`config.mk`:
```
export PLATFORM = sky130hd
export DESIGN_NAME = seg7_scan_driver
export DESIGN_NICKNAME = d
export VERILOG_FILES = /design/src/rtl/seg7_scan_driver.sv
export SDC_FILE = /design/constraint.sdc
export NUM_CORES = 1
export LEC_CHECK = 0
export BUFFER_PORTS_ARGS = -buffer_cell sky130_fd_sc_hd__buf_2
export CORE_MARGIN = 5
export CORE_UTILIZATION = 50
export CTS_BUF_LIST = sky130_fd_sc_hd__clkbuf_8
export DETAILED_ROUTE_END_ITERATION = 8
export PLACE_DENSITY_LB_ADDON = 0.3
export SYNTH_ARGS = -nofsm -noshare
export SYNTH_HDL_FRONTEND = slang
export SYNTH_SLANG_ARGS = --single-unit
```
`constraint.sdc`:
```
create_clock -name clk -period 4.5 [get_ports clk]
set_input_delay 0.9 -clock clk [delete_from_list [all_inputs] [get_ports clk]]
set_output_delay 0.9 -clock clk [all_outputs]
set_load 0.02 [all_outputs]
```
`src/rtl/seg7_scan_driver.sv`:
```
// -----------------------------------------------------------------------------
// seg7_scan_driver
//   Display stage for the clock counter. Takes a packed BCD count and drives a
//   multiplexed common-anode 7-segment display one digit at a time. A short
//   blanking gap between digits suppresses ghosting.
//
//   A new value is captured into a pending register on value_valid. It is copied
//   into the display register only when the digit index wraps from the last
//   digit back to 0, so a digit never changes in the middle of a frame.
//
//   Optional feature (compile-time macro SEG7_LEADING_ZERO_BLANK_EN):
//   a digit k (k>=1) is blanked when it and all higher digits are 0. Its anode
//   is still driven during its slot. Digit 0 is always shown.
//
// Ports
//   clk          in   system clock
//   rst          in   asynchronous, active-high reset
//   value        in   [4*NUM_DIGITS-1:0] BCD digits, digit 0 = value[3:0] (rightmost)
//   value_valid  in   1-cycle strobe that captures value into the pending register
//   seg          out  [6:0] segments {g,f,e,d,c,b,a}
//   an           out  [NUM_DIGITS-1:0] one-hot digit enables, an[0] = digit 0
//   frame_done   out  1-cycle pulse after the last digit's slot ends
//
// Handshake: value/value_valid are synchronous to clk. There is no back-pressure:
//   every cycle with value_valid=1 overwrites pending, so the last strobe wins.
// -----------------------------------------------------------------------------
module seg7_scan_driver #(
   parameter int NUM_DIGITS     = 4,
   parameter int DIGIT_CYCLES   = 12000,
   parameter int BLANK_CYCLES   = 120,
   parameter int TIMER_WIDTH    = 14,
   parameter int SEG_ACTIVE_LOW = 1
) (
   input  logic                      clk,
   input  logic                      rst,
   input  logic [4*NUM_DIGITS-1:0]   value,
   input  logic                      value_valid,
   output logic [6:0]                seg,
   output logic [NUM_DIGITS-1:0]     an,
   output logic                      frame_done
);

   localparam int IDX_W = (NUM_DIGITS > 1) ? $clog2(NUM_DIGITS) : 1;

   localparam logic [TIMER_WIDTH-1:0] DRIVE_LAST = TIMER_WIDTH'(DIGIT_CYCLES - 1);
   localparam logic [TIMER_WIDTH-1:0] BLANK_LAST =
      TIMER_WIDTH'((BLANK_CYCLES > 0) ? BLANK_CYCLES - 1 : 0);
   localparam logic [IDX_W-1:0] IDX_LAST = IDX_W'(NUM_DIGITS - 1);

   // Inactive output levels: all ones for active-low drive, all zeros otherwise.
   localparam logic [6:0]            SEG_OFF = (SEG_ACTIVE_LOW != 0) ? '1 : '0;
   localparam logic [NUM_DIGITS-1:0] AN_OFF  = (SEG_ACTIVE_LOW != 0) ? '1 : '0;

   typedef enum logic {
      ST_BLANK = 1'b0,
      ST_DRIVE = 1'b1
   } state_t;

   // With no blanking gap the scan lives entirely in DRIVE.
   localparam state_t ST_RESET = (BLANK_CYCLES == 0) ? ST_DRIVE : ST_BLANK;

   state_t                    state, state_n;
   logic [TIMER_WIDTH-1:0]    timer, timer_n;
   logic [IDX_W-1:0]          idx, idx_n;
   logic [4*NUM_DIGITS-1:0]   pending;
   logic [4*NUM_DIGITS-1:0]   display, display_n;
   logic                      wrap;
   logic [3:0]                digit;
   logic [6:0]                seg_hi;
   logic [NUM_DIGITS-1:0]     an_hi;
   logic                      lz_blank;
   logic [6:0]                seg_n;
   logic [NUM_DIGITS-1:0]     an_n;

   // Active-high gfedcba decode; non-BCD codes show a dash.
   function automatic logic [6:0] decode(input logic [3:0] d);
      logic [6:0] s;
      case (d)
         4'd0:    s = 7'h3F;
         4'd1:    s = 7'h06;
         4'd2:    s = 7'h5B;
         4'd3:    s = 7'h4F;
         4'd4:    s = 7'h66;
         4'd5:    s = 7'h6D;
         4'd6:    s = 7'h7D;
         4'd7:    s = 7'h07;
         4'd8:    s = 7'h7F;
         4'd9:    s = 7'h6F;
         default: s = 7'h40;
      endcase
      return s;
   endfunction

   // Next-state logic. Outputs are computed for the state being entered so
   // that the registered seg/an change on the same edge as the state.
   always_comb begin
      state_n   = state;
      timer_n   = timer + 1'b1;
      idx_n     = idx;
      wrap      = 1'b0;
      seg_n     = SEG_OFF;
      an_n      = AN_OFF;
      lz_blank  = 1'b0;

      case (state)
         ST_BLANK: begin
            if (timer == BLANK_LAST) begin
               state_n = ST_DRIVE;
               timer_n = '0;
            end
         end
         ST_DRIVE: begin
            if (timer == DRIVE_LAST) begin
               timer_n = '0;
               state_n = (BLANK_CYCLES == 0) ? ST_DRIVE : ST_BLANK;
               if (idx == IDX_LAST) begin
                  idx_n = '0;
                  wrap  = 1'b1;
               end else begin
                  idx_n = idx + 1'b1;
               end
            end
         end
         default: begin
            state_n = ST_RESET;
            timer_n = '0;
         end
      endcase

      // Frame load happens on the wrap edge; the first digit of the new frame
      // must already be decoded from the newly loaded value.
      display_n = wrap ? pending : display;
      digit     = display_n[4*idx_n +: 4];
      seg_hi    = decode(digit);
      an_hi     = NUM_DIGITS'(1) << idx_n;

`ifdef SEG7_LEADING_ZERO_BLANK_EN
      // Blank when this digit and every higher digit are zero (never digit 0).
      lz_blank = (idx_n != '0);
      for (int k = 0; k < NUM_DIGITS; k++) begin
         if ((k >= int'(idx_n)) && (display_n[4*k +: 4] != 4'd0)) begin
            lz_blank = 1'b0;
         end
      end
`else
      lz_blank = 1'b0;
`endif

      if (lz_blank) begin
         seg_hi = 7'h00;
      end

      if (state_n == ST_DRIVE) begin
         seg_n = (SEG_ACTIVE_LOW != 0) ? ~seg_hi : seg_hi;
         an_n  = (SEG_ACTIVE_LOW != 0) ? ~an_hi  : an_hi;
      end
   end

   always_ff @(posedge clk or posedge rst) begin
      if (rst) begin
         state      <= ST_RESET;
         timer      <= '0;
         idx        <= '0;
         pending    <= '0;
         display    <= '0;
         seg        <= SEG_OFF;
         an         <= AN_OFF;
         frame_done <= 1'b0;
      end else begin
         state      <= state_n;
         timer      <= timer_n;
         idx        <= idx_n;
         display    <= display_n;
         seg        <= seg_n;
         an         <= an_n;
         frame_done <= wrap;
         // A strobe on the wrap edge lands in pending only (shown next frame).
         if (value_valid) begin
            pending <= value;
         end
      end
   end

endmodule

```
==> results.md, run 1 <==
- Worst EP arrival: 3.56 ns
- CTS tree: done
- Antenna cells: 0
- Pin count of the biggest net entering global routing: 45
- Min Tclk post-route: 3.31 ns
- Top cells by count, synth: dfrtp_1 (50), mux2_2 (33), nor2_1 (21)
- Fin util: 59.4%
- Area share of the largest cell type after synthesis: 45.2%
- # DRC: 0
- Most frequent cell after synthesis: dfrtp_1
- Core footprint: 0.00544 mm2
- Clock Tree Root: clkbuf_8
- Ys flop type: dfrtp_1
- First-pass GRT wire length: 8430 um
- Synthesized instance count: 214
- Layout area overhead: 16.7%
- Post-Synthesis Cell Area: 0.00277 mm2
- LEAKAGE: 1.55 nW
- Setup Buffers After CTS: 0
- CP dominant cell by count: mux2i_1
- R2R cell count: 9
- Die Width: 84.4 um
- Largest cells by area after synthesis: dfrtp_1 (45%), mux2_2 (13%), dfstp_2 (10%), mux2_4 (4.3%), ha_1 (3.2%)
- # hold bufs at CTS: 0
- Largest area contributor in the netlist: dfrtp_1
- Syn_nets: 240
- Num ports: 31
- Hold Slack: 0.462 ns
- Final net count: 278
- Hold Startpoint: timer[0]
- Slew headroom: 41.0%
- Initial antenna violation count: 0
- Via/cell ratio: 5.10
- Pre-CTS WS: 1.19 ns
- Total number of vias: 1678
- Fillers: 461
- Die Area: 0.00713 mm2
- Synthesis-stage register bit count: 61
- Core Rows: 27
- Worst Hold Class: reg -> reg
- Measured slew at the worst slew-check pin: 0.884 ns
- CTS H-tree lvls: 3
- CP max stage delay: 0.65 ns
- WP data required: 4.75 ns
- Post-place instance area: 0.00299 mm2
- Share of layout cells above drive strength 1: 42.4%
- Sequential-to-total area share from yosys stat: 55.6%
- Gr usage total: 14.9%
- Routed WL per cell: 14.4 um
- CTS Sinks: 61
- Final instance area: 0.00323 mm2
- Critical path capture point type: flip-flop
- Number of synthesized flops with an enable pin: 0
- Starting DRC count in detailed routing: 68
- Max clock buf depth: 2
- Hold depth: 1
- Crit path max fanout: 17
- MaxCap Viol Count: 0
- Period utilization: 73.6%
- YS warnings: 0
- Pwr/cell area: 371 mW/mm2
- Grt total ovfl: 0
- Clock transition at path regs: 0.07 ns
- Max Slew Vio Count: 0
- Number of stages on the worst setup path: 9
- Post-DRT Antenna Nets: 0
- Final wirelength: 4720 um
- Critical R2R Launch: timer[5]
- Num CTS Buffers: 9
- Fmax achieved: 0.302 GHz
- Setup ws final: 1.19 ns
- Netlist cell types: 33
- Post-cts sizing count: 0
- Critical-path top delay cell: or4_4
- Number of global-route vias before repair: 1766
- Post-synthesis async set-or-reset flop share: 100%
- CP top delay family: simple AND/OR/NAND/NOR gates
- Die Y: 84.4 um
- Gp weighted congestion: 0.811
- Port Buffers: 30
- DRT Pass-1 Iters: 4
- Sum Neg Setup Slack: 0 ns
- Register Area: 0.00154 mm2
- Final-report setup violation count: 0
- Worst Setup Start Kind: flip-flop
- HPWL after DPL: 3280 um
- Area of the multi-input gates: 0.00114 mm2
- Final hold vios: 0
- Initial Utilization: 50.9%
- Status: finished, final reports clean
- Worst Setup SP: timer[5]
- RSZ-0062 raised after global routing: no
- Critical path type: reg -> reg
- Worst clock skew: 0.0127 ns
- WP buf/inv: 1
- Syn_area_per_cell: 12.9 um2
- VDD IR max: 0.000275 V
- Clock network latency to the later pin of the worst-skew pair: 0.33 ns
- Critical-path cell list: or4b_4 -> or4_4 -> mux2_1 -> mux2_2 -> mux2i_1 -> inv_1 -> ha_1 -> mux2i_1 -> a21oi_1
==> layout make-up <==
type                    instances  share of cell area (%)
repair buffers                 33                    5.34
clock inverters                 7                    3.75
clock buffers                   9                    3.83
well taps                      72                    2.79
flip-flops and latches         61                    47.6
inverters                      12                    1.39
multi-input cells             135                    35.3
==> worst paths after layout <==
path                       endpoint  slack, ns
setup / recovery             seg[0]       1.19
hold / removal             timer[0]       0.46
setup reg to reg             seg[0]       1.19
hold reg to reg            timer[0]       0.46
max in group asynchronous    seg[0]       2.92
min in group asynchronous  timer[6]       0.76
==> worst register-to-register path: cells and delay by family, from the launching register on <==
family	cells	cell delay, ns
simple gates	2	1.18
mux	4	1.15
flops	1	0.46
fa+ha+maj	1	0.22
buf+inv	1	0.13
compound gates	1	0.10
==> cells by family after synthesis <==
family,after synthesis,synth area share [%]
flip-flops,61,55.6
AND/OR/NAND/NOR,55,10.2
AO/OA/AOI/OAI,10,2.35
XOR/XNOR,12,3.79
multiplexers,51,21.7
adder cells (fa/ha/maj),7,3.16
buffers and inverters,18,3.25
==> stage by stage <==
step / power, W / cells
floorplan: 0.000603 / 214
global placement: 0.000618 / 313
detailed placement: 0.000619 / 313
CTS: 0.00121 / 329
global route: 0.00125 / 329
finish: 0.00120 / 329
==> state kept, by name (all words and copies together) (netlist names) <==
name	flops
an	4
timer	14
display	16
state	1
idx	2
seg	7
frame_done	1
pending	16
==> cells in the final DEF, fill, tap and decap left out, types with 2 or more instances in the layout <==
cell type and count:
a21oi_1 4, a32oi_1 3, buf_2 30, buf_4 3, bufinv_16 3, clkbuf_8 9, clkinv_4 2, dfrtp_1 50
dfstp_2 11, ha_1 7, inv_1 9, inv_2 3, mux2_1 4, mux2_2 33, mux2_4 8, mux2i_1 5
nand2_1 9, nand3_1 8, nand4_1 3, nor2_1 21, nor3b_1 2, nor4_1 3, o21ai_1 2, or2_1 2
xnor2_1 4, xor2_1 8
==> per-layer routing <==
metal	GRT usage, %	routed length (um)	part of all wire (%)	vias up
li1	-	-	-	815
met1	20.0	2280	48	836
met2	22.0	2200	47	23
met3	5.79	203	4.3	4
met4	5.61	46	0.97	0
met5	0	0	0	-
==> power breakdown <==
group | switching, W | internal, W
Sequential | 0.00000733 | 0.000563
Combinational | 0.0000175 | 0.0000189
Clock | 0.000221 | 0.000371
(Power assumes the default switching activity.)
==> run 2: changes to the inputs <==
clock period = 3.3 ns   (was 4.5 ns; I/O delays follow)
==> results.md, run 2 (synthesis gave the netlist of run 1 again) <==
- Post-DRT Antenna Nets: 0
- Worst Setup Start Kind: flip-flop
- LEAKAGE: 1.55 nW
- Via/cell ratio: 5.16
- Capturing point of the worst reg2reg path: seg[1]
- Status: finished, final reports clean
- DRT Pass-1 Iters: 4
- Port Buffers: 30
- Max Slew Vio Count: 0
- Largest regs: display x16, pending x16, timer x14
- Worst clock skew: 0.00353 ns
- Crit path max fanout: 17
- Measured slew at the worst slew-check pin: 0.745 ns
- Initial antenna violation count: 0
- WP data required: 3.55 ns
- Clock Tree Root: clkbuf_8
- Num ports: 31
- Critical path capture point type: flip-flop
- HPWL after DPL: 3490 um
- Gr usage total: 15.0%
- Hold Slack: 0.450 ns
- R2R cell count: 9
- Most frequent cells in the layout: dfrtp_1 (50), mux2_2 (33), buf_2 (30)
- Pwr/cell area: 454 mW/mm2
- Clock network latency to the later pin of the worst-skew pair: 0.34 ns
- Die Y: 84.4 um
- Worst Hold Class: in -> async
- RSZ-0062 raised after global routing: no
- Final-report setup violation count: 0
- CTS H-tree lvls: 3
- Gp weighted congestion: 0.814
- Starting DRC count in detailed routing: 66
- Critical path type: reg -> reg
- # DRC: 0
- Initial Utilization: 50.9%
- Routed WL per cell: 14.6 um
- Min Tclk post-route: 3.15 ns
- Fillers: 430
- VDD IR max: 0.000334 V
- Pin count of the biggest net entering global routing: 38
- CTS tree: done
- Grt total ovfl: 0
- First-pass GRT wire length: 8380 um
- Antenna cells: 0
- Number of global-route vias before repair: 1834
- Die Area: 0.00713 mm2
- Period utilization: 95.4%
- Final hold vios: 0
- Fmax achieved: 0.318 GHz
- CTS Sinks: 61
- Commonest non-fill, non-tap cell in the layout: dfrtp_1
- Die Width: 84.4 um
- Flop2flop setup slack: 0.15 ns
- Share of layout cells above drive strength 1: 43.7%
- Max clock buf depth: 2
- Layout area overhead: 16.7%
- Sum Neg Setup Slack: 0 ns
- MaxCap Viol Count: 0
- Total number of vias: 1729
- Core footprint: 0.00544 mm2
- Core Rows: 27
- Clock transition at path regs: 0.06 ns
- Final wirelength: 4890 um
- Critical R2R Launch: timer[8]
- Final net count: 284
- Setup Buffers After CTS: 0
- Worst EP arrival: 3.40 ns
- Num CTS Buffers: 9
- Slew headroom: 50.3%
==> run 2: changes by cell type in the layout (fill, tap and decap cells not counted), sizes merged <==
cell | before | now
buf | 33 | 39
bufinv | 3 | 1
clkbuf | 9 | 10
clkinv | 3 | 2
clkinvlp | 0 | 1
inv | 13 | 14
==> run 2: layer usage <==
| metal | up-vias | track usage, % | part of all wire, % |
|---|---|---|---|
| li1 | 833 | - | - |
| met3 | 14 | 4.02 | 4.6 |
| met4 | 0 | 9.64 | 3.0 |
| met2 | 34 | 23.1 | 47 |
| met5 | - | 0 | 0 |
| met1 | 848 | 18.5 | 45 |
==> run 2: how the worst max path moves through the flow <==
stage | from | to | slack, ns
5_1_grt | timer[8] | seg[0] | 0.04
6_report | timer[8] | seg[1] | 0.15
3_3_place_gp | timer[8] | seg[0] | 0.12
4_1_cts | timer[8] | seg[0] | 0.04
3_5_place_dp | timer[8] | seg[0] | 0.05
2_1_floorplan | timer[5] | seg[6] | 0.07
==> run 2: cell type report <==
class,count,area (um2),share of cell area [%]
multi-input combinational,135,1150,35.5
inverter,12,45.0,1.39
clock inverter,6,55.1,1.70
timing repair buffer,39,218,6.73
clock buffer,10,138,4.26
sequential,61,1540,47.6
tap,72,90.1,2.79
==> run 2: critical path, stage by stage (launching register included) <==
cell     delay, ns
dfrtp_1       0.42
or4b_4        0.57
or4_4         0.59
mux2_4        0.36
mux2_2        0.26
mux2_4        0.33
inv_2         0.08
ha_1          0.24
a21oi_1       0.13
o21ai_1       0.08
==> run 2: stage by stage <==
stage               instance area (um2)  instances  total power (W)  worst slack (ns)  util [%]
floorplan                          2770        214         0.000822            0.0719         -
global placement                   3040        319         0.000843             0.119      55.8
detailed placement                 3040        319         0.000846            0.0495      55.8
CTS                                3230        335          0.00149            0.0450      59.4
global route                       3230        335          0.00153            0.0430      59.4
finish                             3230        335          0.00147             0.152      59.4
==> run 2: power breakdown <==
group,switching [W],internal (W)
clock,0.000277,0.000361
sequential,0.0000105,0.000768
combinational,0.0000245,0.0000266
==> run 2: what timing repair did <==
action	4_1_cts	5_1_grt
endpoints found under the setup margin	0	5
hold buffers	0	0
hold endpoints to repair	0	0
gates resized for setup	0	1
==> run 3: changes to the inputs <==
==> constraint.sdc (replaced) <==
create_clock -name clk -period 3.47 [get_ports clk]
set_input_delay 0.347 -clock clk [delete_from_list [all_inputs] [get_ports clk]]
set_output_delay 0.347 -clock clk [all_outputs]
set_load 0.02 [all_outputs]
==> results.md, run 3 (synthesis gave the netlist of run 1 again) <==
- Status: finished, final reports clean
- Critical path capture point type: flip-flop
- DRT Pass-1 Iters: 4
- Clock network power share: 47.1%
- Clock Tree Root: clkbuf_8
- Num ports: 31
- Setup ws final: 0.283 ns
- MaxCap Viol Count: 0
- Total number of vias: 1696
- VDD IR max: 0.000252 V
- Final-report setup violation count: 0
- Post-DRT Antenna Nets: 0
- Core Rows: 27
- Most frequent cells in the layout: dfrtp_1 (50), mux2_2 (33), buf_2 (30)
- Post-cts sizing count: 0
- Worst Hold Class: in -> async
- Gp weighted congestion: 0.787
- Die Area: 0.00713 mm2
- Largest regs: display x16, pending x16, timer x14
- Initial antenna violation count: 0
- Antenna cells: 0
- Critical path type: reg -> reg
- Gr usage total: 15.2%
- Layout area overhead: 16.2%
- Sum Neg Setup Slack: 0 ns
- Worst EP arrival: 3.44 ns
- Sw frac: 20.8%
- Fmax achieved: 0.314 GHz
- # DRC: 0
- Initial Utilization: 50.9%
- Setup Buffers After CTS: 0
- Pin count of the biggest net entering global routing: 40
- Combinational share of power: 3.2%
- Clock transition at path regs: 0.07 ns
- Total internal power: 0.00118 W
- Slew headroom: 68.5%
- Num CTS Buffers: 9
- Crit path max fanout: 17
- CTS H-tree lvls: 3
- Pre-CTS WS: 0.284 ns
- Final net count: 279
- Number of global-route vias before repair: 1783
- Routed WL per cell: 14.4 um
- First-pass GRT wire length: 8470 um
- Starting DRC count in detailed routing: 120
- Sequential Power Share: 49.7%
- Final hold vios: 0
- Worst clock skew: 0.0106 ns
- Pwr/cell area: 462 mW/mm2
- Clock network latency to the later pin of the worst-skew pair: 0.34 ns
- Port Buffers: 30
- HPWL after DPL: 3320 um
- Commonest non-fill, non-tap cell in the layout: dfrtp_1
- Post-place instance area: 0.00300 mm2
- Worst Setup Start Kind: flip-flop
- WP data required: 3.73 ns
- Final wirelength: 4750 um
- Period utilization: 91.8%
- Sw power: 0.000310 W
- LEAKAGE: 1.54 nW
- Max Slew Vio Count: 0
- Final instance area: 0.00322 mm2
- RSZ-0062 raised after global routing: no
- Min Tclk post-route: 3.19 ns
- Core footprint: 0.00544 mm2
- Max clock buf depth: 2
- CTS tree: done
- # hold bufs at CTS: 0
- Share of layout cells above drive strength 1: 42.6%
- Die Y: 84.4 um
- Die Width: 84.4 um
- Measured slew at the worst slew-check pin: 0.472 ns
- Grt total ovfl: 0
- CTS Sinks: 61
- Via/cell ratio: 5.14
[run 3: changes by cell type in the layout (fill, tap and decap cells not counted), sizes merged]
cell and change:
buf -5, inv -2, bufinv +1, clkinv +1
[run 3: per-layer routing]
layer / GRT usage (%) / vias to the layer above / part of all wire (%)
met5: 0 / - / 0
met4: 7.77 / 0 / 2.5
met3: 5.30 / 11 / 4.2
met2: 23.3 / 25 / 46
met1: 19.1 / 845 / 47
li1: - / 815 / -
[run 3: final timing paths]
path                               start         end  slack, ns  depth (start not counted)
worst max register to register  timer[8]      seg[1]       0.28                          9
worst min register to register  timer[0]    timer[0]       0.47                          1
min in group clk                value[4]  pending[4]       0.24                          2
worst max-delay path            timer[8]      seg[1]       0.28                          9
max in group asynchronous            rst       an[1]       2.60                          3
worst min-delay path                 rst    timer[2]       0.02                          2
[run 3: cell type report]
type	instances	area [um2]
Tap cell	72	90.1
Inverter	12	45.0
Clock inverter	6	86.3
Timing Repair Buffer	34	180
Fill cell	442	2220
Sequential cell	61	1540
Clock buffer	10	138
Multi-Input combinational cell	135	1140
[run 3: critical path, cell delays in order (launching register included)]
cell	delay (ns)
dfrtp_1	0.42
or4b_4	0.56
or4_4	0.65
mux2_4	0.36
mux2_2	0.25
mux2_4	0.32
inv_2	0.08
ha_1	0.24
a21oi_1	0.13
o21ai_1	0.07
[run 3: power groups by stage]
stage	logic, W	registers (W)	clock network [W]
final	0.0000471	0.000740	0.000700
after global routing	0.0000549	0.000742	0.000755
after CTS	0.0000492	0.000740	0.000719
after detailed placement	0.0000492	0.000753	0
after global placement	0.0000481	0.000753	0
after floorplan	0.0000330	0.000749	0
[run 3: metrics by stage]
stage | std cells | total power (W) | utilization, % | hold slack, ns
5_1_grt | 330 | 0.00155 | 59.2 | 0.0524
2_1_floorplan | 214 | 0.000782 | - | 0.433
4_1_cts | 330 | 0.00151 | 59.2 | 0.0274
3_3_place_gp | 314 | 0.000801 | 55.1 | 0.391
3_5_place_dp | 314 | 0.000802 | 55.1 | 0.390
6_report | 330 | 0.00149 | 59.2 | 0.0160
